**config.mk**
```make
export PLATFORM = sky130hd
export DESIGN_NAME = multicycle_control_flat
export DESIGN_NICKNAME = d
export VERILOG_FILES = /design/src/rtl/multicycle_control_if.sv /design/src/rtl/multicycle_control.sv /design/src/flat_wrapper.sv
export SDC_FILE = /design/constraint.sdc
export NUM_CORES = 1
export LEC_CHECK = 0
export ABC_CLOCK_PERIOD_IN_PS = 5500
export BUFFER_PORTS_ARGS = -buffer_cell sky130_fd_sc_hd__buf_2
export CAP_MARGIN = 20
export CORE_MARGIN = 10
export CORE_UTILIZATION = 34
export DETAILED_ROUTE_END_ITERATION = 12
export SETUP_SLACK_MARGIN = 0.05
export SLEW_MARGIN = 20
export SYNTH_ARGS = -nofsm -noshare
export SYNTH_HDL_FRONTEND = slang
export SYNTH_SLANG_ARGS = --single-unit
```
**constraint.sdc**
```tcl
create_clock -name clk_i -period 5.5 [get_ports clk_i]
set_clock_uncertainty 0.05 [all_clocks]
set_input_delay 0.825 -clock clk_i [delete_from_list [all_inputs] [get_ports clk_i]]
set_output_delay 0.825 -clock clk_i [all_outputs]
set_load 0.01 [all_outputs]
```
**src/rtl/multicycle_control_if.sv**
```systemverilog
// Control/datapath bundle for the multi-cycle MIPS controller.
// The controller owns the master side: it samples opcode/zero/ready and
// drives every datapath select, enable and status pulse.
interface multicycle_control_if #(
  parameter int ALU_OP_W = 3
);
  // Inputs to the controller
  logic [5:0]          opcode_i;
  logic                zero_i;
  logic                mem_ready_i;

  // Datapath controls
  logic                pc_write_o;
  logic                ir_write_o;
  logic                ior_o;
  logic                mem_read_o;
  logic                mem_write_o;
  logic [1:0]          mem_to_reg_o;
  logic [1:0]          reg_dst_o;
  logic                reg_write_o;
  logic                alu_src_a_o;
  logic [1:0]          alu_src_b_o;
  logic [1:0]          pc_src_o;
  logic [ALU_OP_W-1:0] alu_op_o;

  // Status
  logic [3:0]          state_o;
  logic                illegal_o;
  logic                timeout_o;

  modport master (
    input  opcode_i, zero_i, mem_ready_i,
    output pc_write_o, ir_write_o, ior_o, mem_read_o, mem_write_o,
           mem_to_reg_o, reg_dst_o, reg_write_o, alu_src_a_o, alu_src_b_o,
           pc_src_o, alu_op_o, state_o, illegal_o, timeout_o
  );

  modport slave (
    output opcode_i, zero_i, mem_ready_i,
    input  pc_write_o, ir_write_o, ior_o, mem_read_o, mem_write_o,
           mem_to_reg_o, reg_dst_o, reg_write_o, alu_src_a_o, alu_src_b_o,
           pc_src_o, alu_op_o, state_o, illegal_o, timeout_o
  );
endinterface

```
**src/rtl/multicycle_control.sv**
```systemverilog
// Multi-cycle control FSM for the MIPS core.
// Sequences FETCH/DECODE/EXEC/MEM/WB for R, ADDI, LUI, ORI, ANDI, LW, SW,
// BEQ, BNE, J and JAL. Datapath controls are Moore decodes of the state;
// pc_write, ir_write and the illegal/timeout pulses also look at inputs.
// Memory states wait on mem_ready_i and give up after MAX_WAIT stalled
// cycles (0 disables the limit), restarting at FETCH with the same PC.
module multicycle_control #(
  parameter int ALU_OP_W = 3,
  parameter int MAX_WAIT = 15
) (
  input logic                  clk_i,
  input logic                  rst_n_i,
  multicycle_control_if.master bus
);

  // State encoding, kept as plain constants so state_o matches legacy dumps
  localparam logic [3:0] S_FETCH    = 4'h0;
  localparam logic [3:0] S_DECODE   = 4'h1;
  localparam logic [3:0] S_MEM_ADDR = 4'h2;
  localparam logic [3:0] S_MEM_RD   = 4'h3;
  localparam logic [3:0] S_MEM_WB   = 4'h4;
  localparam logic [3:0] S_MEM_WR   = 4'h5;
  localparam logic [3:0] S_EXEC_R   = 4'h6;
  localparam logic [3:0] S_EXEC_I   = 4'h7;
  localparam logic [3:0] S_ALU_WB   = 4'h8;
  localparam logic [3:0] S_BRANCH   = 4'h9;
  localparam logic [3:0] S_JUMP     = 4'hA;
  localparam logic [3:0] S_IDLE     = 4'hB;

  // Opcodes (IR[31:26])
  localparam logic [5:0] OP_R    = 6'h00;
  localparam logic [5:0] OP_J    = 6'h02;
  localparam logic [5:0] OP_JAL  = 6'h03;
  localparam logic [5:0] OP_BEQ  = 6'h04;
  localparam logic [5:0] OP_BNE  = 6'h05;
  localparam logic [5:0] OP_ADDI = 6'h08;
  localparam logic [5:0] OP_ANDI = 6'h0C;
  localparam logic [5:0] OP_ORI  = 6'h0D;
  localparam logic [5:0] OP_LUI  = 6'h0F;
  localparam logic [5:0] OP_LW   = 6'h23;
  localparam logic [5:0] OP_SW   = 6'h2B;

  // ALU function codes, zero-extended onto alu_op_o
  localparam logic [2:0] ALU_LUI  = 3'b001;
  localparam logic [2:0] ALU_ORI  = 3'b010;
  localparam logic [2:0] ALU_ANDI = 3'b011;
  localparam logic [2:0] ALU_ADDI = 3'b100;
  localparam logic [2:0] ALU_ADD  = 3'b101;
  localparam logic [2:0] ALU_SUB  = 3'b110;
  localparam logic [2:0] ALU_RTYP = 3'b111;

  // Wait counter sized to hold MAX_WAIT; a 1-bit stub when the limit is off
  localparam int              CNT_W   = (MAX_WAIT > 0) ? $clog2(MAX_WAIT + 1) : 1;
  localparam logic [CNT_W-1:0] CNT_MAX = CNT_W'(MAX_WAIT);

  logic [3:0]       state, state_next;
  logic [5:0]       op_q;
  logic [CNT_W-1:0] wait_cnt;

  logic             mem_ready;
  logic             wait_state;
  logic             stalled;
  logic             timeout;
  logic             illegal;

  logic             pc_write, ir_write, ior, mem_read, mem_write;
  logic [1:0]       mem_to_reg, reg_dst, alu_src_b, pc_src;
  logic             reg_write, alu_src_a;
  logic [2:0]       alu_fn;

  assign mem_ready  = bus.mem_ready_i;

  // Stall/timeout detection for the three states that wait on memory
  assign wait_state = (state == S_FETCH) || (state == S_MEM_RD) || (state == S_MEM_WR);
  assign stalled    = wait_state && !mem_ready;
  assign timeout    = stalled && (MAX_WAIT > 0) && (wait_cnt == CNT_MAX);

  // ALU function for I-type execution, chosen from the latched opcode
  function automatic logic [2:0] itype_fn(input logic [5:0] op);
    case (op)
      OP_LUI:  itype_fn = ALU_LUI;
      OP_ORI:  itype_fn = ALU_ORI;
      OP_ANDI: itype_fn = ALU_ANDI;
      default: itype_fn = ALU_ADDI;
    endcase
  endfunction

  // Next-state selection; a timeout overrides whatever the state wanted
  always_comb begin
    // NOTE: every variable gets a default first so no path through the case infers a latch.
    state_next = state;
    illegal    = 1'b0;
    case (state)
      S_IDLE:   state_next = S_FETCH;
      S_FETCH:  if (mem_ready) state_next = S_DECODE;
      S_DECODE: begin
        case (bus.opcode_i)
          OP_R:                            state_next = S_EXEC_R;
          OP_ADDI, OP_LUI, OP_ORI, OP_ANDI: state_next = S_EXEC_I;
          OP_LW, OP_SW:                    state_next = S_MEM_ADDR;
          OP_BEQ, OP_BNE:                  state_next = S_BRANCH;
          OP_J, OP_JAL:                    state_next = S_JUMP;
          default: begin
            illegal    = 1'b1;
            state_next = S_FETCH;
          end
        endcase
      end
      S_MEM_ADDR: state_next = (op_q == OP_SW) ? S_MEM_WR : S_MEM_RD;
      S_MEM_RD:   if (mem_ready) state_next = S_MEM_WB;
      S_MEM_WR:   if (mem_ready) state_next = S_FETCH;
      S_MEM_WB:   state_next = S_FETCH;
      S_EXEC_R:   state_next = S_ALU_WB;
      S_EXEC_I:   state_next = S_ALU_WB;
      S_ALU_WB:   state_next = S_FETCH;
      S_BRANCH:   state_next = S_FETCH;
      S_JUMP:     state_next = S_FETCH;
      default:    state_next = S_IDLE;
    endcase
    if (timeout) state_next = S_FETCH;
  end

  // State register; reset parks in IDLE and drops any access in flight
  always_ff @(posedge clk_i or negedge rst_n_i) begin
    // NOTE: sequential state uses non-blocking assignments so every register samples pre-edge values.
    if (!rst_n_i) state <= S_IDLE;
    else          state <= state_next;
  end

  // Opcode register, captured in DECODE for the later states
  always_ff @(posedge clk_i or negedge rst_n_i) begin
    if (!rst_n_i)                op_q <= 6'h00;
    else if (state == S_DECODE)  op_q <= bus.opcode_i;
  end

  // Wait counter: counts stalled cycles, restarts on any state change or timeout
  always_ff @(posedge clk_i or negedge rst_n_i) begin
    if (!rst_n_i)                                wait_cnt <= '0;
    else if ((state_next != state) || timeout)   wait_cnt <= '0;
    else if (stalled && (wait_cnt != CNT_MAX))   wait_cnt <= wait_cnt + 1'b1;
  end

  // Datapath control decode; unlisted outputs stay 0 in each state
  always_comb begin
    pc_write   = 1'b0;
    ir_write   = 1'b0;
    ior        = 1'b0;
    mem_read   = 1'b0;
    mem_write  = 1'b0;
    mem_to_reg = 2'b00;
    reg_dst    = 2'b00;
    reg_write  = 1'b0;
    alu_src_a  = 1'b0;
    alu_src_b  = 2'b00;
    pc_src     = 2'b00;
    alu_fn     = 3'b000;
    case (state)
      S_FETCH: begin
        mem_read  = 1'b1;
        alu_src_b = 2'b01;
        alu_fn    = ALU_ADD;
        pc_write  = mem_ready;
        ir_write  = mem_ready;
      end
      S_DECODE: begin
        alu_src_b = 2'b11;
        alu_fn    = ALU_ADD;
      end
      S_MEM_ADDR: begin
        alu_src_a = 1'b1;
        alu_src_b = 2'b10;
        alu_fn    = ALU_ADD;
      end
      S_MEM_RD: begin
        ior      = 1'b1;
        mem_read = 1'b1;
      end
      S_MEM_WB: begin
        mem_to_reg = 2'b01;
        reg_write  = 1'b1;
      end
      S_MEM_WR: begin
        ior       = 1'b1;
        mem_write = 1'b1;
      end
      S_EXEC_R: begin
        alu_src_a = 1'b1;
        alu_fn    = ALU_RTYP;
      end
      S_EXEC_I: begin
        alu_src_a = 1'b1;
        alu_src_b = 2'b10;
        alu_fn    = itype_fn(op_q);
      end
      S_ALU_WB: begin
        reg_write = 1'b1;
        reg_dst   = (op_q == OP_R) ? 2'b01 : 2'b00;
      end
      S_BRANCH: begin
        alu_src_a = 1'b1;
        alu_fn    = ALU_SUB;
        pc_src    = 2'b01;
        pc_write  = ((op_q == OP_BEQ) &&  bus.zero_i) ||
                    ((op_q == OP_BNE) && !bus.zero_i);
      end
      S_JUMP: begin
        pc_src   = 2'b10;
        pc_write = 1'b1;
        if (op_q == OP_JAL) begin
          reg_write  = 1'b1;
          reg_dst    = 2'b10;
          mem_to_reg = 2'b10;
        end
      end
      default: ;
    endcase
  end

  // Drive the bundle
  assign bus.pc_write_o   = pc_write;
  assign bus.ir_write_o   = ir_write;
  assign bus.ior_o        = ior;
  assign bus.mem_read_o   = mem_read;
  assign bus.mem_write_o  = mem_write;
  assign bus.mem_to_reg_o = mem_to_reg;
  assign bus.reg_dst_o    = reg_dst;
  assign bus.reg_write_o  = reg_write;
  assign bus.alu_src_a_o  = alu_src_a;
  assign bus.alu_src_b_o  = alu_src_b;
  assign bus.pc_src_o     = pc_src;
  assign bus.alu_op_o     = ALU_OP_W'(alu_fn);
  assign bus.state_o      = state;
  assign bus.illegal_o    = illegal;
  assign bus.timeout_o    = timeout;

endmodule

```
**src/flat_wrapper.sv**
```systemverilog
// flat-port wrapper written by rule: the top's interface ports become plain ports
module multicycle_control_flat 
#(
  parameter int ALU_OP_W = 3,
  parameter int MAX_WAIT = 15
)
  (clk_i, rst_n_i, bus_opcode_i, bus_zero_i, bus_mem_ready_i, bus_pc_write_o, bus_ir_write_o, bus_ior_o, bus_mem_read_o, bus_mem_write_o, bus_mem_to_reg_o, bus_reg_dst_o, bus_reg_write_o, bus_alu_src_a_o, bus_alu_src_b_o, bus_pc_src_o, bus_alu_op_o, bus_state_o, bus_illegal_o, bus_timeout_o);
  multicycle_control_if #(.ALU_OP_W(ALU_OP_W)) bus_i ();
  input logic clk_i;
  input logic rst_n_i;
  input wire logic [$bits(bus_i.opcode_i)-1:0] bus_opcode_i;
  input wire logic [$bits(bus_i.zero_i)-1:0] bus_zero_i;
  input wire logic [$bits(bus_i.mem_ready_i)-1:0] bus_mem_ready_i;
  output wire logic [$bits(bus_i.pc_write_o)-1:0] bus_pc_write_o;
  output wire logic [$bits(bus_i.ir_write_o)-1:0] bus_ir_write_o;
  output wire logic [$bits(bus_i.ior_o)-1:0] bus_ior_o;
  output wire logic [$bits(bus_i.mem_read_o)-1:0] bus_mem_read_o;
  output wire logic [$bits(bus_i.mem_write_o)-1:0] bus_mem_write_o;
  output wire logic [$bits(bus_i.mem_to_reg_o)-1:0] bus_mem_to_reg_o;
  output wire logic [$bits(bus_i.reg_dst_o)-1:0] bus_reg_dst_o;
  output wire logic [$bits(bus_i.reg_write_o)-1:0] bus_reg_write_o;
  output wire logic [$bits(bus_i.alu_src_a_o)-1:0] bus_alu_src_a_o;
  output wire logic [$bits(bus_i.alu_src_b_o)-1:0] bus_alu_src_b_o;
  output wire logic [$bits(bus_i.pc_src_o)-1:0] bus_pc_src_o;
  output wire logic [$bits(bus_i.alu_op_o)-1:0] bus_alu_op_o;
  output wire logic [$bits(bus_i.state_o)-1:0] bus_state_o;
  output wire logic [$bits(bus_i.illegal_o)-1:0] bus_illegal_o;
  output wire logic [$bits(bus_i.timeout_o)-1:0] bus_timeout_o;
  assign bus_i.opcode_i = bus_opcode_i;
  assign bus_i.zero_i = bus_zero_i;
  assign bus_i.mem_ready_i = bus_mem_ready_i;
  assign bus_pc_write_o = bus_i.pc_write_o;
  assign bus_ir_write_o = bus_i.ir_write_o;
  assign bus_ior_o = bus_i.ior_o;
  assign bus_mem_read_o = bus_i.mem_read_o;
  assign bus_mem_write_o = bus_i.mem_write_o;
  assign bus_mem_to_reg_o = bus_i.mem_to_reg_o;
  assign bus_reg_dst_o = bus_i.reg_dst_o;
  assign bus_reg_write_o = bus_i.reg_write_o;
  assign bus_alu_src_a_o = bus_i.alu_src_a_o;
  assign bus_alu_src_b_o = bus_i.alu_src_b_o;
  assign bus_pc_src_o = bus_i.pc_src_o;
  assign bus_alu_op_o = bus_i.alu_op_o;
  assign bus_state_o = bus_i.state_o;
  assign bus_illegal_o = bus_i.illegal_o;
  assign bus_timeout_o = bus_i.timeout_o;
  multicycle_control #(.ALU_OP_W(ALU_OP_W), .MAX_WAIT(MAX_WAIT)) u_core (.clk_i(clk_i), .rst_n_i(rst_n_i), .bus(bus_i));
endmodule
```
---- After elaboration in Yosys (flattened, before gate mapping) ----
Cells that the tools add are included.
operators by class
  add/sub/neg operators ................... 1
  equality and inequality tests ........... 31
  multiplexer cells ....................... 27
  reductions and logical operators ........ 28
operators by type and width
  cell                                                             count
  6-bit by 4-bit == test with 1-bit output, second input constant  7
  4-bit one-hot mux with 7 select lines                            1
  6-bit by 3-bit == test with 1-bit output, second input constant  4
  4-bit two-way mux                                                6
  4-bit == test, second input constant                             5
  4-bit one-hot mux with 5 select lines                            1
  6-bit by 2-bit == test with 1-bit output, second input constant  3
  6-bit == test, second input constant                             3
  4-bit by 3-bit == test with 1-bit output, second input constant  4
  2-bit OR reduction                                               8
  6-bit logical NOT                                                2
  2-bit one-hot mux with 2 select lines                            3
  3-bit one-hot mux with 4 select lines                            1
  11-bit OR reduction                                              1
  1-bit two-way mux                                                9
  3-bit one-hot mux with 3 select lines                            1
  4-bit by 2-bit == test with 1-bit output, second input constant  2
  4-bit OR reduction                                               2
  2-bit one-hot mux with 3 select lines                            1
  1-bit logical AND                                                5
  5-bit OR reduction                                               1
  4-bit by 1-bit adder with 4-bit output, second input constant    1
  4-bit by 1-bit == test with 1-bit output, second input constant  1
  4-bit logical NOT                                                1
  10 further kinds                                                 14
word-level totals
  register bits ........................... 14
  input port bits ......................... 10
  output and inout bits ................... 24
  word-level logic and storage cells ...... 90

---- Logic depth before layout (Yosys ltp) ----
Gate-level depths: netlist of the first run.
  depth after elaboration ................. 9
  gate-level depth with buffers ........... 8
  depth with buffers taken out ............ 6

---- Worst setup path before layout of the first run ----
OpenSTA, ideal clock, no wires.
  path kind ............................... flip-flop to output port
  start ................................... register u_core.state[3] (netlist: u_core.bus.state_o[3])
  end ..................................... output port bus_reg_dst_o[1]
  data arrival time ....................... 1.899 ns
  required time ........................... 4.625 ns
  setup slack ............................. 2.726 ns
  cell stages (with the launch flop) ...... 7
  path buffers ............................ 2
  cell sequence ........................... dfstp_2 > clkbuf_1 > nand2b_1 > nor3_1 > nand3_1 > nor3_1 > buf_4
between the ends
  word-level cells in the longest chain between the ends .. 2
  elaborated cells on any way between the ends .. 3
  classes of those cells .................. eq/ne: 2; mux: 1
ends and longest elaborated chain
  what                                     RTL line                   RTL
  start: declaration                       multicycle_control.sv:56   logic [3:0] state, state_next;
  start signal: assignment                 multicycle_control.sv:127  else state <= state_next;
  4-bit == test                            multicycle_control.sv:157  case (state)
  2-bit one-hot mux with 2 select lines *  multicycle_control.sv:157
  end: declaration                         flat_wrapper.sv:20         output wire logic [$bits(bus_i.reg_dst_o)-1:0] bus_reg_dst_o;
Mark *: on every way between the ends. The rest lies on a longest branch, timed or not.

---- Final worst setup path of the first run ----
  start ................................... register u_core.state[0] (netlist: u_core.bus.state_o[0])
  end ..................................... output port bus_illegal_o
between the ends
  word-level cells in the longest chain between the ends .. 2
ends and longest elaborated chain
  what                                      RTL line                  RTL
  4-bit by 1-bit == test with 1-bit output  multicycle_control.sv:93  case (state)
  1-bit two-way mux                         multicycle_control.sv:93
  end: declaration                          flat_wrapper.sv:27        output wire logic [$bits(bus_i.illegal_o)-1:0] bus_illegal_o;
No other way between the ends.

==> summary.txt, run 1 <==
Clocking
  – H-tree levels: 1
  – CTS tree: yes
  – Clock network latency to the later pin of the worst-skew pair: 0.27 ns
  – Number of buffers on the longest clock path: 2
  – Resize count post-CTS: 0
  – Clock sinks: 14
  – Post-CTS setup-driven buffer insertion count: 0
  – Clock Tree Root: clkbuf_4
  – Hold buffer count at CTS: 0
  – Clk pin slew, worst setup/hold paths: 0.08 ns
  – Num CTS Buffers: 3

Floorplanning
  – Starting utilization of the core area: 35.5%
  – Placement row count: 21
  – Floorplan core area: 3360 sq um
  – Die Outline Area: 6290 sq um
  – Die Y: 79.3 microns
  – Die width: 79.3 microns
  – IO Pins: 34

Final layout
  – Layout cells sized above 1: 28.7%
  – Number of standard cells in the final layout excluding fillers: 227
  – Utilization of the core after routing: 41.9%
  – Diodes inserted: 0
  – Net count of the finished layout: 193
  – Design Area, Final: 1410 sq um
  – Area growth, synth to finish: 18.0%

Timing
  – Highest attainable clock frequency: 322 MHz
  – Share of the cycle needed by the critical path after routing: 56.4%
  – Setup repair after global routing missed its margin: no
  – Minimum period implied by the final worst setup slack: 3.10 ns
  – Hold WS: 0.378 ns
  – Final worst-path setup slack: 2.40 ns
  – Pin slew with the least headroom to its limit: 1.05 ns
  – Slew Limit Fails: 0
  – Final count of negative-setup-slack endpoints: 0
  – Slew margin rel.: 29.8%
  – Final number of hold-violating endpoints: 0
  – Final sum of negative setup slack: 0 ns

Yosys
  – Synthesized net count: 165
  – Number of enable-type register cells in the synthesized netlist: 0
  – Proportion of register bits with asynchronous set or reset after synthesis: 100%
  – Seq/Total Area, Yosys: 29.6%
  – Synthesized area: 1190 sq um
  – Dominant synthesized flop cell: dfrtp_1
  – Avg Cell Area, Syn: 7.76 sq um
  – Number of library cell types mapped by synthesis: 45
  – Most repeated cell in the gate-level netlist after synthesis: nor2_1
  – Proportion of netlist area held by the largest area contributor: 23.0%
  – Instance count of the mapped netlist: 154
  – Largest area contributor in the synthesized netlist: dfrtp_1
  – Ranking of synthesized cells by area: dfrtp_1, dfstp_2, mux2_2, nor2_1, nand2_1
  – Count of yosys warnings during synthesis: 0
  – Synth cell count leaders: nor2_1, nand2_1, dfrtp_1, inv_1, nor3_1
  – Synthesis-stage register bit count: 14

Global route
  – Most used routing layer in global routing: met2
  – Met3 usage: 3.38%
  – Wire length of the first global-routing pass: 5.50 mm
  – Grt met2 use: 16.1%
  – Initial antenna violation count: 0
  – Vias in the first global route: 1166
  – All-layer global routing usage: 10.5%
  – GR met1 Demand/Resource: 13.4%
  – Remaining global-route overflow: 0
  – Largest net degree at the start of global routing: 23

Setup path
  – Worst Path Required: 4.62 ns
  – Worst r2r src: u_core.bus.state_o[0]$_DFF_PN1_
  – Slack of the worst reg-to-reg path: 2.63 ns
  – Family with the most delay on the worst path: simple AND/OR/NAND/NOR gates
  – Buffers and inverters on the worst path: 1
  – Critical Path Fanout Max: 17
  – Worst-path cell chain: nor4b_2, o21a_1, buf_2
  – Worst setup path category: reg2out
  – Capturing element type of the critical path: output port
  – Critical Path Start Type: flip-flop
  – Slowest CP cell: nor4b_2
  – Maximum single-stage delay on the critical path: 0.90 ns
  – Path depth of the worst reg2reg path: 6
  – Data arrival, critical path: 2.23 ns
  – Terminus of the critical flop-to-flop path: u_core.wait_cnt[3]$_DFFE_PN0P_

Power
  – Static leakage: 0.661 nW
  – Worst supply voltage drop on vdd: 249 uV
  – Sum of internal, switching and leakage power: 0.651 mW
  – Power per standard cell area: 462 nW/um^2

Job
  – Max_cap viols: 0

Drt
  – Average via count per standard cell: 5.34
  – Pre-Repair DR Iteration Count: 4
  – Via Count: 1213
  – Post-detailed-route DRC marker count: 0
  – Routed wire per std cell: 14.4 microns
  – Detailed router's first-iteration violation count: 70
  – Antenna Nets Post-Route: 0
  – Sum of routed wire length over all layers: 3.27 mm

Placement
  – Placed instance area: 1370 sq um
  – I/O Buffers: 33
  – Detailed Place HPWL: 2.60 mm
  – RD Place Congestion: 0.827
  – DP Cell Count: 223
  – Dpl ws: 2.62 ns

Worst hold path
  – Path type of the worst min-delay path: in2async

Status
  – Result of the run: finished, final reports clean
## layout by cell type, fill, tap and decap left out, drive strengths merged, types with 3 or more instances in the layout
master and instances:
buf 33, nor3 10, dfrtp 11, nand2b 5, inv 10, o22ai 3
nand4 3, dfstp 3, o21ai 9, a21o 5, xor2 3, a21oi 8
nand3 3, nor2 17, mux2 6, clkbuf 4, nand2 14, xnor2 3
## sequential cells by signal, indices dropped and copies added (netlist names)
register            cells
u_core.bus.state_o      4
u_core.wait_cnt         4
u_core.op_q             6
## area by class of cell
| class | instances | area [sq um] |
|---|---|---|
| fillers | 384 | 1950 |
| multi-input cells | 120 | 759 |
| flip-flops and latches | 14 | 354 |
| repair buffers | 33 | 165 |
| well taps | 46 | 57.6 |
| inverters | 10 | 37.5 |
| clock buffers | 4 | 36.3 |
## cell families (layout without fill, tap and decap cells)
logic type                 count (synthesis)  count (layout)  share of synthesized area [%]
and+or+nand+nor                           68              68                           29.5
buffers and inverters                     20              47                           7.33
adders and majority gates                  1               1                           1.05
DFF                                       14              14                           29.6
muxes                                      8               8                           7.33
xor gates and xnor gates                   6               6                           4.40
AOI/OAI and AO/OA                         37              37                           20.7
## per-layer routing
| layer | wire length [microns] | part of all wire, % |
|---|---|---|
| met1 | 1500 | 46 |
| met2 | 1470 | 45 |
| met3 | 279 | 8.5 |
| met4 | 17 | 0.52 |
| met5 | 0 | 0 |
## power breakdown
| group | switching, mW | internal, mW | leakage [nW] |
|---|---|---|---|
| Sequential | 0.0756 | 0.147 | 0.170 |
| Combinational | 0.193 | 0.162 | 0.470 |
| Clock | 0.0335 | 0.0402 | 0.0210 |
| Total | 0.302 | 0.349 | 0.661 |
## worst max-delay path by stage
stage                                     endpoint  depth (start not counted)                             from  slack, ns
floorplan                         bus_reg_dst_o[1]                          6  u_core.bus.state_o[3]$_DFF_PN1_       2.73
global placement                     bus_illegal_o                          3  u_core.bus.state_o[0]$_DFF_PN1_       2.76
detailed placement  u_core.wait_cnt[3]$_DFFE_PN0P_                          6  u_core.bus.state_o[0]$_DFF_PN1_       2.62
CTS                                  bus_illegal_o                          3  u_core.bus.state_o[0]$_DFF_PN1_       2.38
global route                         bus_illegal_o                          3  u_core.bus.state_o[0]$_DFF_PN1_       2.22
finish                               bus_illegal_o                          3  u_core.bus.state_o[0]$_DFF_PN1_       2.40
No activity file was read; power rests on OpenSTA's default activity.
==> run 2, diff against run 1 <==
- ABC_CLOCK_PERIOD_IN_PS: 5500 -> 2700
- clock period: 5.5 -> 2.7 ns (I/O delays scaled with it)
==> run 2 against run 1 <==
Net effect:
- global-route usage shrank 0.43 points
- sequential share of layout area is essentially flat
- cell count grew 0.88%
- worst setup slack lost 2.1 ns
- utilization grew 0.52 points
- routed wire length shrank 3.9%
- die area is the same
- first-iteration DRC count grew 26%
- sequential cell count is the same
- highest routed layer unchanged
- via count shrank 2.5%
==> summary.txt, run 2 (synthesis gave the netlist of run 1 again) <==
Setup path
  – Critical Path Start Type: flip-flop
  – Capturing element type of the critical path: output port
  – Critical Path Fanout Max: 21
  – Worst setup path category: reg2out
  – Maximum single-stage delay on the critical path: 0.75 ns
  – Slowest CP cell: dfstp_4
  – Worst-path cell chain: inv_1, nor3_1, nand3_1, nor3_2, a21o_1, buf_2
  – First element of the critical path: u_core.bus.state_o[1]$_DFF_PN1_
  – Worst Path Required: 2.25 ns
  – Worst r2r src: u_core.bus.state_o[1]$_DFF_PN1_
  – Data arrival, critical path: 1.94 ns

Drt
  – Detailed router's first-iteration violation count: 88
  – Average via count per standard cell: 5.17
  – Post-detailed-route DRC marker count: 0
  – Routed wire per std cell: 13.7 microns
  – Sum of routed wire length over all layers: 3.15 mm
  – Pre-Repair DR Iteration Count: 4
  – Via Count: 1183
  – Antenna Nets Post-Route: 0

Final layout
  – Highest-count cells in the layout ignoring fill and taps: buf_2, nor2_1, nand2_1, inv_1, dfrtp_1
  – Layout cells sized above 1: 29.5%
  – Leading cell type in the layout, fill and taps excluded: buf_2
  – Biggest register: u_core.op_q
  – Net count of the finished layout: 195
  – Diodes inserted: 0
  – Area growth, synth to finish: 19.5%
  – Max reg flops: 6

Placement
  – RD Place Congestion: 0.772
  – I/O Buffers: 33
  – Detailed Place HPWL: 2.57 mm

Power
  – Worst supply voltage drop on vdd: 382 uV
  – Power per standard cell area: 914 nW/um^2
  – Static leakage: 0.664 nW
  – Sum of internal, switching and leakage power: 1.30 mW

Global route
  – All-layer global routing usage: 10.0%
  – Vias in the first global route: 1131
  – Initial antenna violation count: 0
  – Wire length of the first global-routing pass: 5.26 mm
  – Remaining global-route overflow: 0
  – Largest net degree at the start of global routing: 23

Floorplanning
  – IO Pins: 34
  – Floorplan core area: 3360 sq um
  – Placement row count: 21
  – Die Outline Area: 6290 sq um
  – Die Y: 79.3 microns
  – Die width: 79.3 microns
  – Starting utilization of the core area: 35.5%

Timing
  – Slew Limit Fails: 0
  – Final count of negative-setup-slack endpoints: 0
  – Minimum period implied by the final worst setup slack: 2.39 ns
  – Slew margin rel.: 73.9%
  – Hold WS: 0.365 ns
  – Share of the cycle needed by the critical path after routing: 88.5%
  – Final sum of negative setup slack: 0 ns
  – Pin slew with the least headroom to its limit: 0.386 ns
  – Final number of hold-violating endpoints: 0
  – Highest attainable clock frequency: 418 MHz
  – Setup repair after global routing missed its margin: no

Clocking
  – Clock network latency to the later pin of the worst-skew pair: 0.27 ns
  – H-tree levels: 1
  – Clock sinks: 14
  – Clk pin slew, worst setup/hold paths: 0.08 ns
  – Clock Tree Root: clkbuf_4
  – Number of buffers on the longest clock path: 2
  – Num CTS Buffers: 3
  – CTS tree: yes

Worst hold path
  – Worst Hold Launch: bus_opcode_i[4]
  – Path type of the worst min-delay path: in2reg

Job
  – Max_cap viols: 0

Status
  – Result of the run: finished, final reports clean
[run 2: cell types whose count changed in the layout (fill, tap and decap cells not counted)]
| cell | change |
|---|---|
| nor3_2 | +1 |
| buf_4 | +1 |
| clkbuf_8 | -1 |
| dfstp_4 | +1 |
| dfrtp_2 | +1 |
| dfrtp_1 | -1 |
| dlygate4sd3_1 | +1 |
| clkbuf_1 | +1 |
| nor3_1 | -1 |
| dfstp_2 | -1 |
[run 2: report_power, final]
| group | total (mW) | leakage [nW] | switching (mW) | internal [mW] |
|---|---|---|---|---|
| logic | 0.727 | 0.480 | 0.387 | 0.340 |
| clock network | 0.116 | 0.0150 | 0.0593 | 0.0570 |
| registers | 0.461 | 0.169 | 0.157 | 0.303 |
| total | 1.30 | 0.664 | 0.604 | 0.700 |
[run 2: per-layer routing]
layer | up-vias | GRT usage [%] | wire length (microns)
li1 | 609 | - | -
met1 | 536 | 12.7 | 1450
met2 | 36 | 15.7 | 1400
met3 | 2 | 3.49 | 276
met4 | 0 | 2.69 | 17
met5 | - | 0 | 0
[run 2: through the flow]
stage,std cells,instance area [sq um],util (%),setup WS (ns)
after floorplan,154,1190,-,0.346
after global placement,224,1380,41.1,0.519
after detailed placement,224,1380,41.1,0.455
after CTS,229,1420,42.2,0.142
after global routing,229,1430,42.4,0.118
final,229,1430,42.4,0.309
[run 2: cell type report]
type	count	area, sq um
clock buffers	4	26.3
fillers	375	1940
inverters	10	37.5
multi-input cells	120	764
flip-flops and latches	14	359
well taps	46	57.6
repair buffers	35	183
[run 2: path summary, 6_finish.rpt]
kind                                                         to  slack (ns)  cells after the start
worst max-delay path                            bus_reg_write_o        0.31                      6
worst min-delay path                 u_core.op_q[4]$_DFFE_PN0P_        0.36                      2
worst max register to register   u_core.wait_cnt[3]$_DFFE_PN0P_        0.56                      6
worst min register to register   u_core.wait_cnt[0]$_DFFE_PN0P_        0.43                      1
max in group asynchronous       u_core.bus.state_o[1]$_DFF_PN1_        1.80                      2
min in group asynchronous            u_core.op_q[4]$_DFFE_PN0P_        0.51                      2
[run 2: what timing repair did]
action | CTS | global route
hold endpoints to repair | 11 | 0
setup endpoints to repair | 0 | 3
buffers inserted | 0 | 0
resized for setup | 0 | 3
hold buffers | 1 | 0
[run 2: critical path: cells and delay by family, from the launching register on]
kind / cells / cell delay [ns]
flip-flops: 1 / 0.75
AND/OR/NAND/NOR: 3 / 0.58
buffers and inverters: 2 / 0.24
AO/OA/AOI/OAI: 1 / 0.10
==> run 3, diff against run 2 <==
- BUFFER_PORTS_ARGS: -buffer_cell sky130_fd_sc_hd__buf_2 -> -buffer_cell sky130_fd_sc_hd__buf_4
- PLACE_DENSITY_LB_ADDON: not set -> 0.2
==> run 3 against run 2 <==
Net effect:
- clock power increased by 6%
- first-iteration DRC count decreased by 14%
- global-route usage increased by 0.57 points
- combinational power increased by 11%
- maximum frequency increased by 0.93%
- count of clock-buffer cells in the layout unchanged
- critical endpoint unchanged
- hold slack got worse by 0.021 ns
- sequential cell count unchanged
==> summary.txt, run 3 (synthesis gave the netlist of run 1 again) <==
Timing
  – Highest attainable clock frequency: 422 MHz
  – Setup repair after global routing missed its margin: no
  – Slew margin rel.: 75.3%
  – Final number of hold-violating endpoints: 0
  – Share of the cycle needed by the critical path after routing: 87.7%
  – Minimum period implied by the final worst setup slack: 2.37 ns
  – Final count of negative-setup-slack endpoints: 0
  – Final sum of negative setup slack: 0 ns
  – Slew Limit Fails: 0
  – Pin slew with the least headroom to its limit: 0.366 ns

Setup path
  – Capturing element type of the critical path: output port
  – Maximum single-stage delay on the critical path: 0.75 ns
  – Worst-path cell chain: inv_1, nor3_1, nand3_1, nor3_2, a21o_1, buf_4
  – Worst setup path category: reg2out
  – Buffers and inverters on the worst path: 2
  – Family with the most delay on the worst path: flip-flops
  – Critical Path Fanout Max: 21
  – Slowest CP cell: dfstp_4
  – Data arrival, critical path: 1.91 ns
  – Worst Path Required: 2.25 ns
  – Critical Path Start Type: flip-flop

Global route
  – All-layer global routing usage: 10.6%
  – Vias in the first global route: 1155
  – Most used routing layer in global routing: met2
  – Met3 usage: 2.59%
  – GR met1 Demand/Resource: 13.4%
  – Largest net degree at the start of global routing: 23
  – Remaining global-route overflow: 0
  – Initial antenna violation count: 0
  – Wire length of the first global-routing pass: 5.56 mm
  – Grt met2 use: 17.5%

Drt
  – Pre-Repair DR Iteration Count: 4
  – Via Count: 1182
  – Sum of routed wire length over all layers: 3.36 mm
  – Detailed router's first-iteration violation count: 76
  – Antenna Nets Post-Route: 0
  – Post-detailed-route DRC marker count: 0
  – Routed wire per std cell: 14.7 microns
  – Average via count per standard cell: 5.16

Final layout
  – Utilization of the core after routing: 44.9%
  – Max reg flops: 6
  – Multi-input gate area: 764 sq um
  – Biggest register: u_core.op_q
  – Design Area, Final: 1510 sq um
  – Diodes inserted: 0
  – Layout fillers: 356
  – Highest-count cells in the layout ignoring fill and taps: buf_4, nor2_1, nand2_1, inv_1, dfrtp_1
  – Net count of the finished layout: 195
  – Area growth, synth to finish: 26.4%
  – Layout cells sized above 1: 29.5%
  – Leading cell type in the layout, fill and taps excluded: buf_4
  – Area taken by flip-flops and latches: 359 sq um

Clocking
  – Number of buffers on the longest clock path: 2
  – Post-CTS setup-driven buffer insertion count: 0
  – H-tree levels: 1
  – Num CTS Buffers: 3
  – Clock Tree Root: clkbuf_4
  – Clock sinks: 14
  – Clock network latency to the later pin of the worst-skew pair: 0.28 ns
  – CTS tree: yes
  – Clk pin slew, worst setup/hold paths: 0.08 ns

Floorplanning
  – IO Pins: 34
  – Floorplan core area: 3360 sq um
  – Die Outline Area: 6290 sq um
  – Die width: 79.3 microns
  – Starting utilization of the core area: 35.5%
  – Die Y: 79.3 microns
  – Placement row count: 21

Power
  – Worst supply voltage drop on vdd: 299 uV
  – Power per standard cell area: 920 nW/um^2
  – Static leakage: 0.678 nW

Placement
  – I/O Buffers: 33
  – Detailed Place HPWL: 2.68 mm
  – RD Place Congestion: 0.821
  – Placed instance area: 1460 sq um

Worst hold path
  – Path type of the worst min-delay path: in2reg

Job
  – Max_cap viols: 0

Status
  – Result of the run: finished, final reports clean
==> run 3: area by class of cell <==
type,instances,share of cell area [%]
multi-input cells,120,50.6
flip-flops and latches,14,23.8
repair buffers,35,17.6
well taps,46,3.81
inverters,10,2.49
clock buffers,4,1.74
==> run 3: through the flow <==
| stage | worst slack (ns) | instances | power, mW | hold WS (ns) |
|---|---|---|---|---|
| 3_5_place_dp | 0.472 | 224 | 1.27 | 0.213 |
| 2_1_floorplan | 0.346 | 154 | 0.960 | 0.0594 |
| 5_1_grt | 0.159 | 229 | 1.51 | 0.339 |
| 6_report | 0.332 | 229 | 1.39 | 0.344 |
| 4_1_cts | 0.174 | 229 | 1.40 | 0.337 |
| 3_3_place_gp | 0.519 | 224 | 1.25 | 0.213 |
==> run 3: worst paths after layout <==
path / startpoint / end / slack, ns / cells after the start
hold reg to reg: u_core.wait_cnt[0]$_DFFE_PN0P_ / u_core.wait_cnt[0]$_DFFE_PN0P_ / 0.44 / 1
min in group asynchronous: rst_n_i / u_core.op_q[0]$_DFFE_PN0P_ / 0.47 / 2
setup reg to reg: u_core.bus.state_o[0]$_DFF_PN1_ / u_core.wait_cnt[3]$_DFFE_PN0P_ / 0.57 / 6
hold / removal: bus_opcode_i[2] / u_core.op_q[2]$_DFFE_PN0P_ / 0.34 / 2
max in group asynchronous: rst_n_i / u_core.bus.state_o[3]$_DFF_PN1_ / 1.89 / 2
setup / recovery: u_core.bus.state_o[1]$_DFF_PN1_ / bus_reg_write_o / 0.33 / 6
==> run 3: layer usage <==
metal  share of wire (%)  wire length, microns
met1                  48                  1610
met2                  45                  1530
met3                 5.9                   199
met4                0.62                    21
met5                   0                     0
==> run 3: report_power, final <==
group	switching (mW)	total (mW)	internal, mW
logic	0.409	0.807	0.398
clock network	0.0660	0.123	0.0573
registers	0.156	0.459	0.303
total	0.631	1.39	0.759
==> run 3: timing repair <==
action / CTS / global route
setup endpoints to repair: 0 / 3
endpoints found under the hold margin: 11 / 0
gates resized for setup: 0 / 3
hold buffers: 1 / 0
